--- src/rtl/fir_sample_feeder_if.sv ---
// Sample-feeder control/data bundle: memory write port,
// run control in, filter-side sample stream out.
interface fir_sample_feeder_if #(
    parameter int DATA_W = 8,
    parameter int ADDR_W = 8
);
    logic              wr_en;
    logic [ADDR_W-1:0] wr_addr;
    logic [DATA_W-1:0] wr_data;
    logic              start;
    logic              loop_en;
    logic              stall;
    logic [DATA_W-1:0] x_n;
    logic              x_valid;
    logic [ADDR_W-1:0] sample_idx;
    logic              busy;
    logic              done;

    modport master (
        output wr_en, wr_addr, wr_data,
        output start, loop_en, stall,
        input  x_n, x_valid, sample_idx,
        input  busy, done
    );

    modport slave (
        input  wr_en, wr_addr, wr_data,
        input  start, loop_en, stall,
        output x_n, x_valid, sample_idx,
        output busy, done
    );
endinterface

--- src/rtl/fir_sample_feeder.sv ---
// Streams a preloaded sample memory into the FIR x_n input,
// one sample per clock, with stall, loop and done pulse.
module fir_sample_feeder #(
    parameter int DATA_W = 8,
    parameter int DEPTH  = 256,
    parameter int ADDR_W = 8
) (
    input logic              clk,
    input logic              rstn,
    fir_sample_feeder_if.slave bus
);
    typedef enum logic [1:0] {
        IDLE = 2'd0,
        RUN  = 2'd1,
        DONE = 2'd2
    } state_t;

    localparam logic [ADDR_W-1:0] LAST = ADDR_W'(DEPTH - 1);

    logic [DATA_W-1:0] mem [DEPTH];
    state_t            state;
    logic [ADDR_W-1:0] rd_addr;

    // Sample memory write port; contents survive reset.
    always_ff @(posedge clk) begin
        if (bus.wr_en) begin
            mem[bus.wr_addr] <= bus.wr_data;
        end
    end

    // Run FSM with registered stream outputs; a same-cycle
    // write to rd_addr is not seen here (old data wins).
    always_ff @(posedge clk or negedge rstn) begin
        if (!rstn) begin
            state          <= IDLE;
            rd_addr        <= '0;
            bus.x_n        <= '0;
            bus.x_valid    <= 1'b0;
            bus.sample_idx <= '0;
            bus.busy       <= 1'b0;
            bus.done       <= 1'b0;
        end else begin
            unique case (state)
                IDLE: begin
                    bus.x_n     <= '0;
                    bus.x_valid <= 1'b0;
                    bus.done    <= 1'b0;
                    bus.busy    <= 1'b0;
                    if (bus.start) begin
                        state    <= RUN;
                        rd_addr  <= '0;
                        bus.busy <= 1'b1;
                    end
                end
                RUN: begin
                    if (!bus.stall) begin
                        bus.x_n        <= mem[rd_addr];
                        bus.x_valid    <= 1'b1;
                        bus.sample_idx <= rd_addr;
                        rd_addr        <= rd_addr + 1'b1;
                        if (rd_addr == LAST && !bus.loop_en) begin
                            state    <= DONE;
                            bus.busy <= 1'b0;
                        end
                    end
                end
                DONE: begin
                    bus.x_n     <= '0;
                    bus.x_valid <= 1'b0;
                    bus.done    <= 1'b1;
                    bus.busy    <= 1'b0;
                    state       <= IDLE;
                end
                default: begin
                    state       <= IDLE;
                    bus.x_n     <= '0;
                    bus.x_valid <= 1'b0;
                    bus.done    <= 1'b0;
                    bus.busy    <= 1'b0;
                end
            endcase
        end
    end
endmodule

--- src/flat_wrapper.sv ---
// flat-port wrapper written by rule: the top's interface ports become plain ports
module fir_sample_feeder_flat 
#(
    parameter int DATA_W = 8,
    parameter int DEPTH  = 256,
    parameter int ADDR_W = 8
)
  (clk, rstn, bus_wr_en, bus_wr_addr, bus_wr_data, bus_start, bus_loop_en, bus_stall, bus_x_n, bus_x_valid, bus_sample_idx, bus_busy, bus_done);
  fir_sample_feeder_if #(.DATA_W(DATA_W), .ADDR_W(ADDR_W)) bus_i ();
  input logic clk;
  input logic rstn;
  input wire logic [$bits(bus_i.wr_en)-1:0] bus_wr_en;
  input wire logic [$bits(bus_i.wr_addr)-1:0] bus_wr_addr;
  input wire logic [$bits(bus_i.wr_data)-1:0] bus_wr_data;
  input wire logic [$bits(bus_i.start)-1:0] bus_start;
  input wire logic [$bits(bus_i.loop_en)-1:0] bus_loop_en;
  input wire logic [$bits(bus_i.stall)-1:0] bus_stall;
  output wire logic [$bits(bus_i.x_n)-1:0] bus_x_n;
  output wire logic [$bits(bus_i.x_valid)-1:0] bus_x_valid;
  output wire logic [$bits(bus_i.sample_idx)-1:0] bus_sample_idx;
  output wire logic [$bits(bus_i.busy)-1:0] bus_busy;
  output wire logic [$bits(bus_i.done)-1:0] bus_done;
  assign bus_i.wr_en = bus_wr_en;
  assign bus_i.wr_addr = bus_wr_addr;
  assign bus_i.wr_data = bus_wr_data;
  assign bus_i.start = bus_start;
  assign bus_i.loop_en = bus_loop_en;
  assign bus_i.stall = bus_stall;
  assign bus_x_n = bus_i.x_n;
  assign bus_x_valid = bus_i.x_valid;
  assign bus_sample_idx = bus_i.sample_idx;
  assign bus_busy = bus_i.busy;
  assign bus_done = bus_i.done;
  fir_sample_feeder #(.DATA_W(DATA_W), .DEPTH(DEPTH), .ADDR_W(ADDR_W)) u_core (.clk(clk), .rstn(rstn), .bus(bus_i));
endmodule
--- config.mk ---
export PLATFORM = sky130hd
export DESIGN_NAME = fir_sample_feeder_flat
export DESIGN_NICKNAME = d
export VERILOG_FILES = /design/src/rtl/fir_sample_feeder_if.sv /design/src/rtl/fir_sample_feeder.sv /design/src/flat_wrapper.sv
export SDC_FILE = /design/constraint.sdc
export NUM_CORES = 2
export LEC_CHECK = 0
export CORE_MARGIN = 2
export CORE_UTILIZATION = 40
export CTS_CLUSTER_DIAMETER = 100
export DETAILED_ROUTE_END_ITERATION = 10
export PLACE_DENSITY_LB_ADDON = 0.25
export REMOVE_ABC_BUFFERS = 1
export SYNTH_ARGS = -nofsm -noshare
export SYNTH_HDL_FRONTEND = slang
export SYNTH_SLANG_ARGS = --single-unit
--- constraint.sdc ---
create_clock -name clk -period 3.3 [get_ports clk]
set_clock_uncertainty 0.2 [all_clocks]
set_input_delay 0.33 -clock clk [delete_from_list [all_inputs] [get_ports clk]]
set_output_delay 0.33 -clock clk [all_outputs]
set_load 0.02 [all_outputs]
==> out/metrics.cfg <==
[floorplan]
die_w_um=454
io_pins=41
core_mm2=0.202
start_util=0.402
die_area_mm2=0.206
fp-row-count=165
die-height_um=454

[clocking]
cts_buffer_depth=3
cts-root-buf=clkbuf_16
clock_latency_ps=880
path_clk_slew_ps=70
h-tree-depth=4
numCtsBuffers=206
clock-sinks=2077
cts_tree=yes

[routing]
drt_pass1_iterations=5
drt_wl_total_um=228000
num_vias=42536
routed_via_density=5.71
antenna_violating_nets_post_route=0
wire_per_inst_um=30.6
drtIter0Drc=5113
drc_errors=0

[setup_path]
startpoint=u_core.rd_addr[2]
cp_data_arrival_time_ps=3850
endpoint_kind=flop
rrSetupSlack_ps=6
crit_path_start_kind=flop
crit_top_cell=buf_4
r2r-start=u_core.rd_addr[2]
r2r_cells=8
slowest_stage=dfrtp_4
max_stage_delay_ps=670
worstPathCellList=nor2b_4 -> buf_4 -> a22oi_1 -> and3_2 -> a211oi_1 -> a211oi_2 -> buf_4 -> o311ai_2
worstPathRequired_ps=3850
r2r-end=u_core.bus.x_n[1]
worstSetupPathType=reg -> reg
crit_path_max_fanout=15

[run_status]
outcome=completed

[final_layout]
fin_util=0.483
final_area_mm2=0.0976
fill_cells=16548
drive_gt1_frac=0.337
nets=4627
syn_to_final_growth_pct=20.2
layout.cells.non_filler=7453

[place]
hpwl_um=147000
placed_cell_area_mm2=0.0899
gp_congestion=0.956
numPortBuffers=40
place_inst=7017

[power_and_ir_drop]
p_per_area_mw_per_mm2=709
p_leak_nw=31.8
ir_drop_mv=0.619

[synthesis]
ys_ff_latch=2077
async_reset_ff_frac=0.0140
yosysTopAreaCell=edfxtp_1
syn_area_mm2=0.0812
syn_avg_cell_area_um2=21.2
yosys_warnings=0
ys_types=69
yosysSeqAreaShare=0.767
synth-main-ff-cell=edfxtp_1
synth_top_area_share=0.758
synth_edf_count=2048
yosys-top-cells-area=edfxtp_1, mux4_2, mux2i_1
syn_inst=3834

[sta]
period_share=0.998
worst_pin_slew_ps=1070
period_minus_slack_ps=3290
setup_viol=0
relSlewSlack=0.284
fmax_mhz=304
report.final.slew_viol_count=0
final_hold_viol_count=0
rsz0062_at_grt=yes

[global_route]
grt_antenna_before_repair=5
overflow=0
grt_pass1_vias=42461
grt.total_usage=0.220
grt_pass1_wl_um=322000
grt_max_degree=112

[hold_path]
holdPathEnd=u_core.mem[160][7]
hold-path-cell-count=1
hp-class=in -> reg
hold_start=bus_wr_data[7]

[flow_run]
cap_violations=0

[critical path: cells and delay by family (launching register included)]
family | cells | cell delay, ps
AND/OR/NAND/NOR | 2 | 910
AO/OA/AOI/OAI | 4 | 840
flip-flops | 1 | 670
buffers and inverters | 2 | 520
[how the worst max path moves through the flow]
| stage | end | slack (ps) | depth (start not counted) |
|---|---|---|---|
| after floorplan | u_core.bus.x_n[0] | -19230 | 5 |
| after global placement | u_core.bus.x_n[1] | -510 | 11 |
| after detailed placement | u_core.bus.x_n[1] | -550 | 11 |
| after CTS | u_core.bus.x_n[1] | -6 | 10 |
| after global routing | u_core.bus.x_n[1] | -10 | 8 |
| final | u_core.bus.x_n[1] | 6 | 8 |
[synth_stat cells, drive strengths merged, types with 5 or more instances]
cell,number
a2111oi,6
a211oi,24
a21boi,6
a21oi,28
a221oi,12
a22o,11
a22oi,39
and2,9
and3,10
buf,144
clkbuf,91
dfrtp,29
edfxtp,2048
inv,7
mux2,11
mux2i,165
mux4,491
nand2,78
nand2b,12
nand3,39
nand4,19
nor2,303
nor2b,32
nor3,21
nor4,10
o21ai,27
o221ai,36
o22ai,44
o311ai,5
or2,7
or3,8
[layer usage]
layer | up-vias | GRT usage | wire [um]
li1 | 17599 | - | -
met1 | 22739 | 0.310 | 94700
met2 | 1834 | 0.348 | 109000
met3 | 364 | 0.0367 | 16100
met4 | 0 | 0.0748 | 7900
met5 | - | 0 | 0
[sequential cells by signal (all words and copies together), names as in the netlist]
signal,cells
u_core.rd_addr,8
u_core.bus.x_valid,1
u_core.bus.x_n,8
u_core.bus.busy,1
u_core.bus.done,1
u_core.bus.sample_idx,8
u_core.mem,2048
u_core.state,2
[power by group]
| part | leakage (nW) | total [mW] | switching (mW) | internal [mW] |
|---|---|---|---|---|
| Clock | 3.22 | 23.2 | 10.1 | 13.1 |
| Combinational | 9.80 | 16.4 | 9.34 | 7.07 |
| Sequential | 18.8 | 29.6 | 0.441 | 29.1 |
[through the flow]
stage	hold slack [ps]	TNS [ps]	setup slack [ps]	total power, mW
finish	14.0	0	6.33	69.2
global route	39.8	-16.7	-9.76	71.1
CTS	12.4	-5.51	-5.51	69.2
detailed placement	270	-1740	-547	45.9
global placement	264	-1700	-514	45.9
floorplan	-166	-368710	-19230	37.4
[logic make-up after synthesis]
kind of cell,share of synthesized area
AOI/OAI and AO/OA,0.0247
and+or+nand+nor,0.0315
DFF,0.767
xor gates and xnor gates,0.000540
buffers and inverters,0.0179
adders and majority gates,0.000154
muxes,0.158
[area by class of cell]
type	instances	area (um2)	area share
clock buffer	263	5480	0.0562
tap	2672	3340	0.0343
clock inverter	117	1190	0.0122
timing repair buffer	797	7560	0.0774
inverter	7	26.3	0.000269
multi-input combinational	1515	17700	0.182
antenna	5	12.5	0.000128
sequential	2077	62200	0.638
[cells in the final DEF (no fill, tap or decap), types with 11 or more instances in the layout]
cell type / synthesis / routed
edfxtp_1: 2048 / 2048
buf_4: 33 / 641
mux4_2: 486 / 486
nor2_1: 303 / 300
clkbuf_16: 0 / 213
mux2i_1: 165 / 162
buf_12: 3 / 85
nand2_1: 78 / 76
clkbuf_1: 91 / 49
o22ai_1: 44 / 43
clkinv_1: 0 / 38
nand3_1: 39 / 37
o221ai_1: 36 / 35
clkinv_2: 0 / 34
a22oi_1: 39 / 33
clkdlybuf4s50_1: 0 / 31
nor2b_1: 32 / 30
a21oi_1: 28 / 27
dfrtp_1: 29 / 24
a211oi_1: 24 / 22
o21ai_0: 27 / 20
nand4_1: 19 / 19
nor3_1: 21 / 19
bufinv_16: 0 / 16
clkbuf_8: 0 / 13
clkinvlp_4: 0 / 12
nand2b_1: 12 / 11
a22o_1: 11 / 11
[repair_timing]
action | in CTS | in global routing
gates cloned | 4 | 4
hold buffers | 9 | 0
endpoints found under the hold margin | 383 | 0
setup endpoints to repair | 8 | 7
resized for setup | 37 | 48
setup buffers | 9 | 27
pin swaps | 5 | 16
Note: power is estimated with default switching activity, not from simulation.
